--- config.mk ---
export PLATFORM = sky130hd
export DESIGN_NAME = div_unit_flat
export DESIGN_NICKNAME = d
export VERILOG_FILES = /design/src/rtl/div_unit_pkg.sv /design/src/rtl/div_unit_if.sv /design/src/rtl/div_unit.sv /design/src/flat_wrapper.sv
export SDC_FILE = /design/constraint.sdc
export NUM_CORES = 1
export LEC_CHECK = 0
export ABC_AREA = 1
export CORE_ASPECT_RATIO = 0.7
export CORE_UTILIZATION = 50
export DETAILED_ROUTE_END_ITERATION = 6
export PLACE_DENSITY = 0.76
export SETUP_SLACK_MARGIN = 0.05
export SYNTH_ARGS = -nofsm -noshare
export SYNTH_HDL_FRONTEND = slang
export SYNTH_SLANG_ARGS = --single-unit
export TNS_END_PERCENT = 30
--- constraint.sdc ---
create_clock -name clk -period 4.3 [get_ports clk]
set_clock_uncertainty 0.1 [all_clocks]
set_input_delay 0.86 -clock clk [delete_from_list [all_inputs] [get_ports clk]]
set_output_delay 0.86 -clock clk [all_outputs]
set_load 0.03 [all_outputs]
--- src/rtl/div_unit_pkg.sv ---
// -----------------------------------------------------------------------------
// div_unit_pkg
// Shared constants and FSM state type for the iterative E-stage divider.
//   DIV_CYCLES : number of restoring radix-2 steps (one per BUSY cycle)
//   CNT_W      : width of the step counter
//   div_state_e: IDLE / BUSY / DONE, encoded from legacy-compatible constants
// -----------------------------------------------------------------------------
package div_unit_pkg;

   localparam int unsigned DIV_CYCLES = 32;
   localparam int unsigned CNT_W      = $clog2(DIV_CYCLES);

   localparam logic [1:0] ST_IDLE = 2'd0;
   localparam logic [1:0] ST_BUSY = 2'd1;
   localparam logic [1:0] ST_DONE = 2'd2;

   typedef enum logic [1:0] {
      IDLE = ST_IDLE,
      BUSY = ST_BUSY,
      DONE = ST_DONE
   } div_state_e;

endpackage

--- src/rtl/div_unit_if.sv ---
// -----------------------------------------------------------------------------
// div_unit_if
// Pipeline-side handshake/bus bundle of the divider.
//   master : pipeline (drives request/control, receives stall and results)
//   slave  : div_unit
// Signals:
//   div_startE, div_signedE, src_aE, src_bE  - request and operands
//   d_cache_stall, flush_exceptionM          - pipeline control
//   alu_stallE, div_readyE, div_hiE, div_loE - stall request and results
// -----------------------------------------------------------------------------
interface div_unit_if;

   logic        div_startE;
   logic        div_signedE;
   logic [31:0] src_aE;
   logic [31:0] src_bE;
   logic        d_cache_stall;
   logic        flush_exceptionM;
   logic        alu_stallE;
   logic        div_readyE;
   logic [31:0] div_hiE;
   logic [31:0] div_loE;

   modport master (
      output div_startE, div_signedE, src_aE, src_bE, d_cache_stall, flush_exceptionM,
      input  alu_stallE, div_readyE, div_hiE, div_loE
   );

   modport slave (
      input  div_startE, div_signedE, src_aE, src_bE, d_cache_stall, flush_exceptionM,
      output alu_stallE, div_readyE, div_hiE, div_loE
   );

endinterface

--- src/rtl/div_unit.sv ---
// -----------------------------------------------------------------------------
// div_unit
// 32-step restoring divider for MIPS DIV/DIVU in the E stage.
// Ports:
//   clk  - clock, rising edge
//   rst  - asynchronous active-high reset
//   bus  - div_unit_if.slave (request, operands, stall/flush, results)
// The pipeline is held (alu_stallE) from the issue cycle through the last
// BUSY step; results are presented in DONE until the instruction leaves E.
// -----------------------------------------------------------------------------
module div_unit
   import div_unit_pkg::*;
(
   input  logic        clk,
   input  logic        rst,
   div_unit_if.slave   bus
);

   localparam logic [CNT_W-1:0] LAST_STEP = CNT_W'(DIV_CYCLES - 1);

   div_state_e        state_q, state_d;
   logic [CNT_W-1:0]  cnt_q, cnt_d;
   logic [63:0]       rq_q, rq_d;        // {remainder, quotient}
   logic [31:0]       divisor_q, divisor_d;
   logic              neg_quo_q, neg_quo_d;
   logic              neg_rem_q, neg_rem_d;

   logic              start_ok;
   logic [31:0]       a_mag, b_mag;
   logic [32:0]       partial;
   logic [33:0]       trial;
   logic [63:0]       step_rq;
   logic [31:0]       rem_mag, quo_mag;

   assign start_ok = bus.div_startE & ~bus.flush_exceptionM;

   assign a_mag = (bus.div_signedE & bus.src_aE[31]) ? -bus.src_aE : bus.src_aE;
   assign b_mag = (bus.div_signedE & bus.src_bE[31]) ? -bus.src_bE : bus.src_bE;

   // Shifted remainder can reach 33 bits when the divisor exceeds 2^31, so the
   // trial subtraction is one bit wider still to expose the borrow cleanly.
   assign partial = rq_q[63:31];
   assign trial   = {1'b0, partial} - {2'b00, divisor_q};
   assign step_rq = trial[33] ? {partial[31:0], rq_q[30:0], 1'b0}
                              : {trial[31:0],   rq_q[30:0], 1'b1};

   always_comb begin
      state_d   = state_q;
      cnt_d     = cnt_q;
      rq_d      = rq_q;
      divisor_d = divisor_q;
      neg_quo_d = neg_quo_q;
      neg_rem_d = neg_rem_q;

      unique case (state_q)
         IDLE: begin
            if (start_ok) begin
               state_d   = BUSY;
               cnt_d     = '0;
               rq_d      = {32'd0, a_mag};
               divisor_d = b_mag;
               neg_quo_d = bus.div_signedE & (bus.src_aE[31] ^ bus.src_bE[31]);
               neg_rem_d = bus.div_signedE & bus.src_aE[31];
            end
         end
         BUSY: begin
            rq_d  = step_rq;
            cnt_d = cnt_q + 1'b1;
            if (cnt_q == LAST_STEP) begin
               state_d = DONE;
            end
         end
         DONE: begin
            if (!bus.d_cache_stall) begin
               state_d = IDLE;
            end
         end
         default: state_d = IDLE;
      endcase

      // Exception flush overrides everything and discards any partial result.
      if (bus.flush_exceptionM) begin
         state_d   = IDLE;
         cnt_d     = '0;
         rq_d      = '0;
         neg_quo_d = 1'b0;
         neg_rem_d = 1'b0;
      end
   end

   always_ff @(posedge clk or posedge rst) begin
      if (rst) begin
         state_q   <= IDLE;
         cnt_q     <= '0;
         rq_q      <= '0;
         divisor_q <= '0;
         neg_quo_q <= 1'b0;
         neg_rem_q <= 1'b0;
      end else begin
         state_q   <= state_d;
         cnt_q     <= cnt_d;
         rq_q      <= rq_d;
         divisor_q <= divisor_d;
         neg_quo_q <= neg_quo_d;
         neg_rem_q <= neg_rem_d;
      end
   end

   assign rem_mag = rq_q[63:32];
   assign quo_mag = rq_q[31:0];

   assign bus.div_hiE    = neg_rem_q ? -rem_mag : rem_mag;
   assign bus.div_loE    = neg_quo_q ? -quo_mag : quo_mag;
   assign bus.div_readyE = ~rst & (state_q == DONE);
   assign bus.alu_stallE = ~rst & ~bus.flush_exceptionM &
                           (((state_q == IDLE) & bus.div_startE) | (state_q == BUSY));

endmodule

--- src/flat_wrapper.sv ---
// flat-port wrapper written by rule: the top's interface ports become plain ports
module div_unit_flat import div_unit_pkg::*;
  (clk, rst, bus_div_startE, bus_div_signedE, bus_src_aE, bus_src_bE, bus_d_cache_stall, bus_flush_exceptionM, bus_alu_stallE, bus_div_readyE, bus_div_hiE, bus_div_loE);
  div_unit_if bus_i ();
  input  logic clk;
  input  logic rst;
  input wire logic [$bits(bus_i.div_startE)-1:0] bus_div_startE;
  input wire logic [$bits(bus_i.div_signedE)-1:0] bus_div_signedE;
  input wire logic [$bits(bus_i.src_aE)-1:0] bus_src_aE;
  input wire logic [$bits(bus_i.src_bE)-1:0] bus_src_bE;
  input wire logic [$bits(bus_i.d_cache_stall)-1:0] bus_d_cache_stall;
  input wire logic [$bits(bus_i.flush_exceptionM)-1:0] bus_flush_exceptionM;
  output wire logic [$bits(bus_i.alu_stallE)-1:0] bus_alu_stallE;
  output wire logic [$bits(bus_i.div_readyE)-1:0] bus_div_readyE;
  output wire logic [$bits(bus_i.div_hiE)-1:0] bus_div_hiE;
  output wire logic [$bits(bus_i.div_loE)-1:0] bus_div_loE;
  assign bus_i.div_startE = bus_div_startE;
  assign bus_i.div_signedE = bus_div_signedE;
  assign bus_i.src_aE = bus_src_aE;
  assign bus_i.src_bE = bus_src_bE;
  assign bus_i.d_cache_stall = bus_d_cache_stall;
  assign bus_i.flush_exceptionM = bus_flush_exceptionM;
  assign bus_alu_stallE = bus_i.alu_stallE;
  assign bus_div_readyE = bus_i.div_readyE;
  assign bus_div_hiE = bus_i.div_hiE;
  assign bus_div_loE = bus_i.div_loE;
  div_unit u_core (.clk(clk), .rst(rst), .bus(bus_i));
endmodule
### After elaboration in Yosys (flattened, before gate mapping)

Index checks and enable logic that the tools add are counted.

* input bits: 70
* flip-flop bits (word level): 105
* output and inout bits: 66

* reduce and logical (&&, ||, !) cells: 8
* add/subtract/negate cells: 6
* eq/ne operators: 6
* mux-type cells: 22
* bitwise gates (word level): 12

Operators with widths (count)
* 64-bit 2-to-1 mux: 3
* 32-bit 2-to-1 mux: 4
* 32-bit negation: 4
* 64-bit one-hot mux with 2 select lines: 1
* 33-bit by 32-bit subtractor with 34-bit output: 1
* 5-bit 2-to-1 mux: 2
* 5-bit one-hot mux with 2 select lines: 1
* 1-bit AND: 8
* 2-bit 2-to-1 mux: 4
* 1-bit 2-to-1 mux: 6
* 3-bit by 2-bit inequality test with 1-bit output (second input constant): 2
* 2-bit one-hot mux with 3 select lines: 1
* 2-bit AND reduction: 3
* 5-bit by 1-bit adder with 5-bit output (second input constant): 1
* 5-bit == test (second input constant): 1
* 2-bit nonzero test: 2
* 3-bit inequality test (second input constant): 1
* 3-bit AND reduction: 1
* 3-bit nonzero test: 1
* 2-bit by 1-bit == test with 1-bit output (second input constant): 1
* 2-bit == test (second input constant): 1
* 2-bit zero test: 1
* 1-bit inverter: 2
* 1-bit bitwise OR: 1
* 1-bit XOR: 1

### Logic depth before layout (Yosys ltp)

* depth after elaboration: 5
* mapped depth: 17
* mapped depth without buffers: 16

### Worst setup path before layout

No wires, ideal clock.

* path type: reg-to-output
* from: register u_core.rq_q[32]
* to: output port bus_div_hiE[14]
* data required time: 3.340 ns
* data arrival time: 1.958 ns
* slack: 1.382 ns
* cell stages (with the launch flop): 10
* path through: dfrtp_1 > inv_1 > ha_1 > nand3_1 > inv_1 > nand3_1 > nor3_2 > nand2_1 > o21ai_0 > xor2_1

* word-level cells in the longest chain between the ends: 2

RTL lines
* start, declared: line div_unit.sv:23 `logic [63:0] rq_q, rq_d;`
* start signal, assigned: line div_unit.sv:102 `rq_q <= rq_d;`
* 32-bit negation: line div_unit.sv:112 `assign bus.div_hiE = neg_rem_q ? -rem_mag : rem_mag;`
* 32-bit 2-to-1 mux: line div_unit.sv:112
* end, declared: line flat_wrapper.sv:15 `output wire logic [$bits(bus_i.div_hiE)-1:0] bus_div_hiE;`

No other way between the ends.

### Worst setup path after layout

* from: register u_core.rq_q[0]
* to: output port bus_div_loE[30]

* word-level cells in the longest chain between the ends: 2

RTL lines
* 32-bit negation: line div_unit.sv:113 `assign bus.div_loE = neg_quo_q ? -quo_mag : quo_mag;`
* 32-bit 2-to-1 mux: line div_unit.sv:113
* end, declared: line flat_wrapper.sv:16 `output wire logic [$bits(bus_i.div_loE)-1:0] bus_div_loE;`

No other way between the ends.

==> impl_metrics.csv <==
group,metric,value,unit
pwr,comb_power_share,49.1,%
sta,hold_violations,0,
pwr,switching_share,45.7,%
clocking,worstSkewPairLatency,0.36,ns
pwr,peakVddDrop,0.284,mV
grt,antenna_found_initial,0,
pwr,power_switching,1.86,mW
sta,fin_crit,4.08,ns
clocking,cts_sinks,105,
floorplanning,die_y,124,um
placement,dpl_cell_area,12200,um^2
floorplanning,die_w,177,um
setup_path,crit_required,3.34,ns
placement,place_ws,0.679,ns
sta,post-route-period-util,94.9,%
final_layout,multiInputGateArea,6720,um^2
sta,tightest_slew,0.695,ns
placement,io_buffers,135,
floorplanning,io-pin-count,136,
clocking,clk_pin_slew,0.07,ns
synth,ys_top_cells_by_count,"523 x nand2_1, 279 x inv_1, 187 x nand3_1, 160 x nor2_1, 115 x o21ai_0",
sta,tns,0,ns
synth,ys_ff_latch,105,
synth,synth-edff-count,0,
setup_path,cp_slowest_cell,"clkdlybuf4s50_1",
final_layout,antenna_cells,0,
synth,syn_avg_cell_area,6.02,um^2
synth,synth_flop_cell,"dfrtp_1",
clocking,clockRootBuffer,"clkbuf_16",
pwr,sequentialPowerShare,30.9,%
outcome,status,"complete, no violations",
run,cap_violations,0,
clocking,ctsHtreeMaxLevel,3,
detailed_routing,routed_wl,35200,um
grt,grt-ovfl-total,0,
detailed_routing,vias,11700,
setup_path,worst-path-buf-inv,2,
floorplanning,core,20800,um^2
setup_path,cp_slowest_stage_delay,0.69,ns
sta,drv_slew,0,
clocking,post_cts.repair.setup_buffers,0,
clocking,numCtsBuffers,9,
synth,synth_seq_area_share,24.6,%
setup_path,cp-start-kind,"register",
detailed_routing,ant_nets,0,
final_layout,nets,1993,
final_layout,seq_area,2630,um^2
sta,fmax,245,MHz
grt,grt_pass1_vias,10300,
setup_path,crit_family,"simple AND/OR/NAND/NOR gates",
setup_path,endpoint_kind,"output pin",
final_layout,post-route-cell-area,12500,um^2
floorplanning,row_count,44,
floorplanning,start_util,51.3,%
setup_path,worst_path_most_repeated_cell,"nor2_1",
clocking,cts_buffer_depth,2,
floorplanning,dieArea,22000,um^2
synth,syn_inst,1773,
final_layout,fill_cells,2125,
synth,synth_area,10700,um^2
setup_path,worstSetupPathType,"register to output pin",
sta,rsz0062_at_grt,"true",
detailed_routing,drtPass1Iterations,6,
detailed_routing,vias_per_cell,5.41,
clocking,cts_resized,0,
clocking,cts_tree,"yes",
pwr,p_per_area,325,nW/um^2
clocking,cts_hold_buf,0,
placement,hpwlAfterDp,28600,um
pwr,clkPwrFrac,19.9,%
detailed_routing,drc_errors,0,
setup_path,crit_chain,"inv_1, ha_1, nand3_1, nor2_1, nand2_1, nor2_2, a21oi_1, nor2_1, o21ai_0, xor2_1, clkdlybuf4s50_1",
pwr,p_int,2.21,mW
placement,place_congestion,0.985,
synth,yosysUniqueCellTypes,47,
synth,synth_top_cell_by_area,"dfrtp_1",
sta,holdWs,0.393,ns
detailed_routing,drt_iter0_drc,1381,
synth,yosys.area.top_type_share,24.6,%
final_layout,drive_gt1_share,4.29,%
synth,synthesis.nets,1882,
pwr,p_leak,6.68,nW
grt,grt_pass1_wl,55700,um
worst_hold_path,hold_path.class,"register to register",
detailed_routing,routedWlPerCell,16.3,um
setup_path,worstPathArrival,3.12,ns
synth,yosysWarnings,0,
final_layout,syn2layout_area_growth,17.4,%
setup_path,crit_fanout,4,
synth,synthTopCellsByArea,"dfrtp_1 25%, nand2_1 18%, inv_1 9.8%, nand3_1 8.8%, xor2_1 5.7%",
grt,grt_max_degree,53,
sta,setup_ws,0.217,ns
synth,ys_async_sr_fraction,100,%
grt,grt_use_total,32.5,%
sta,finalSetupViolCount,0,
sta,relSlewSlack,53.7,%
synth,synthMostInstantiatedCell,"nand2_1",
metrics by stage:
step / util, % / cells / power (mW)
5_1_grt: 60.2 / 2165 / 4.33
6_report: 60.2 / 2165 / 4.07
3_3_place_gp: 58.8 / 2149 / 3.20
4_1_cts: 60.2 / 2165 / 4.04
3_5_place_dp: 58.8 / 2149 / 3.22
2_1_floorplan: - / 1773 / 2.54
worst paths after layout:
kind | end | start | slack, ns | depth (start not counted)
max in group asynchronous | u_core.divisor_q[12]$_DFFE_PP0P_ | rst | 2.38 | 3
worst max-delay path | bus_div_loE[30] | u_core.rq_q[0]$_DFFE_PP0P_ | 0.22 | 11
worst min register to register | u_core.divisor_q[12]$_DFFE_PP0P_ | u_core.divisor_q[12]$_DFFE_PP0P_ | 0.39 | 2
min in group asynchronous | u_core.rq_q[15]$_DFFE_PP0P_ | rst | 0.89 | 2
worst min-delay path | u_core.divisor_q[12]$_DFFE_PP0P_ | u_core.divisor_q[12]$_DFFE_PP0P_ | 0.39 | 2
worst max register to register | u_core.rq_q[0]$_DFFE_PP0P_ | u_core.rq_q[54]$_DFFE_PP0P_ | 1.20 | 11
state kept, by name, indices dropped and copies added, names as in the netlist:
register / flops
u_core.rq_q: 64
u_core.neg_rem_q: 1
u_core.divisor_q: 32
u_core.cnt_q: 5
u_core.state_q: 2
u_core.neg_quo_q: 1
cell usage in the layout (no fill, tap or decap), types with 3 or more instances in the layout:
master,instances
nand2_1,523
inv_1,278
nand3_1,187
nor2_1,159
clkdlybuf4s50_1,133
o21ai_0,115
dfrtp_1,105
xor2_1,70
a21oi_1,56
ha_1,38
nor3_1,26
nand4_1,24
xnor2_1,19
o21ai_1,17
buf_4,17
nand3b_1,13
nor2_2,11
o211ai_1,11
clkbuf_16,9
inv_2,7
or2_2,7
nor4_1,7
o22ai_1,6
nand2_2,5
nor2_4,4
nor3_2,4
o21bai_1,3
o31ai_1,3
inv_6,3
worst register-to-register path, stage by stage, from the launching register on:
cell and delay, ns:
dfrtp_1 0.60, ha_1 0.42, nand2_2 0.17, inv_2 0.06, nand2_1 0.08, nand3_2 0.12, a21oi_4 0.23, nor2_4 0.07
nor2_8 0.39, nand2_4 0.35, o21ai_1 0.28, o21ai_1 0.10
cell type report:
cell class | count | area share (%)
Multi-Input combinational cell | 1329 | 53.6
Clock buffer | 9 | 1.80
Sequential cell | 105 | 21.0
Inverter | 288 | 8.64
Tap cell | 276 | 2.76
Timing Repair Buffer | 151 | 11.7
Clock inverter | 7 | 0.489
logic make-up after synthesis:
kind of cell	Yosys count	share of synthesized area [%]
AO/OA/AOI/OAI	222	11.3
XOR/XNOR	89	7.30
adder cells (fa/ha/maj)	39	4.64
buffers and inverters	339	12.5
flip-flops	105	24.6
AND/OR/NAND/NOR	979	39.6
routing by layer:
layer	share of wire [%]	vias up	global-route usage, %
met4	1.0	0	5.93
met5	0	-	0
met3	12	27	8.94
met2	38	570	41.9
met1	49	5271	52.5
li1	-	5848	-
power groups by stage:
stage | clock network (mW) | logic, mW | registers (mW)
after floorplan | 0 | 1.30 | 1.24
after global placement | 0 | 1.93 | 1.26
after detailed placement | 0 | 1.95 | 1.27
after CTS | 0.822 | 1.97 | 1.25
after global routing | 0.864 | 2.19 | 1.28
final | 0.810 | 2.00 | 1.26
Power figures use the tool's default switching activity.
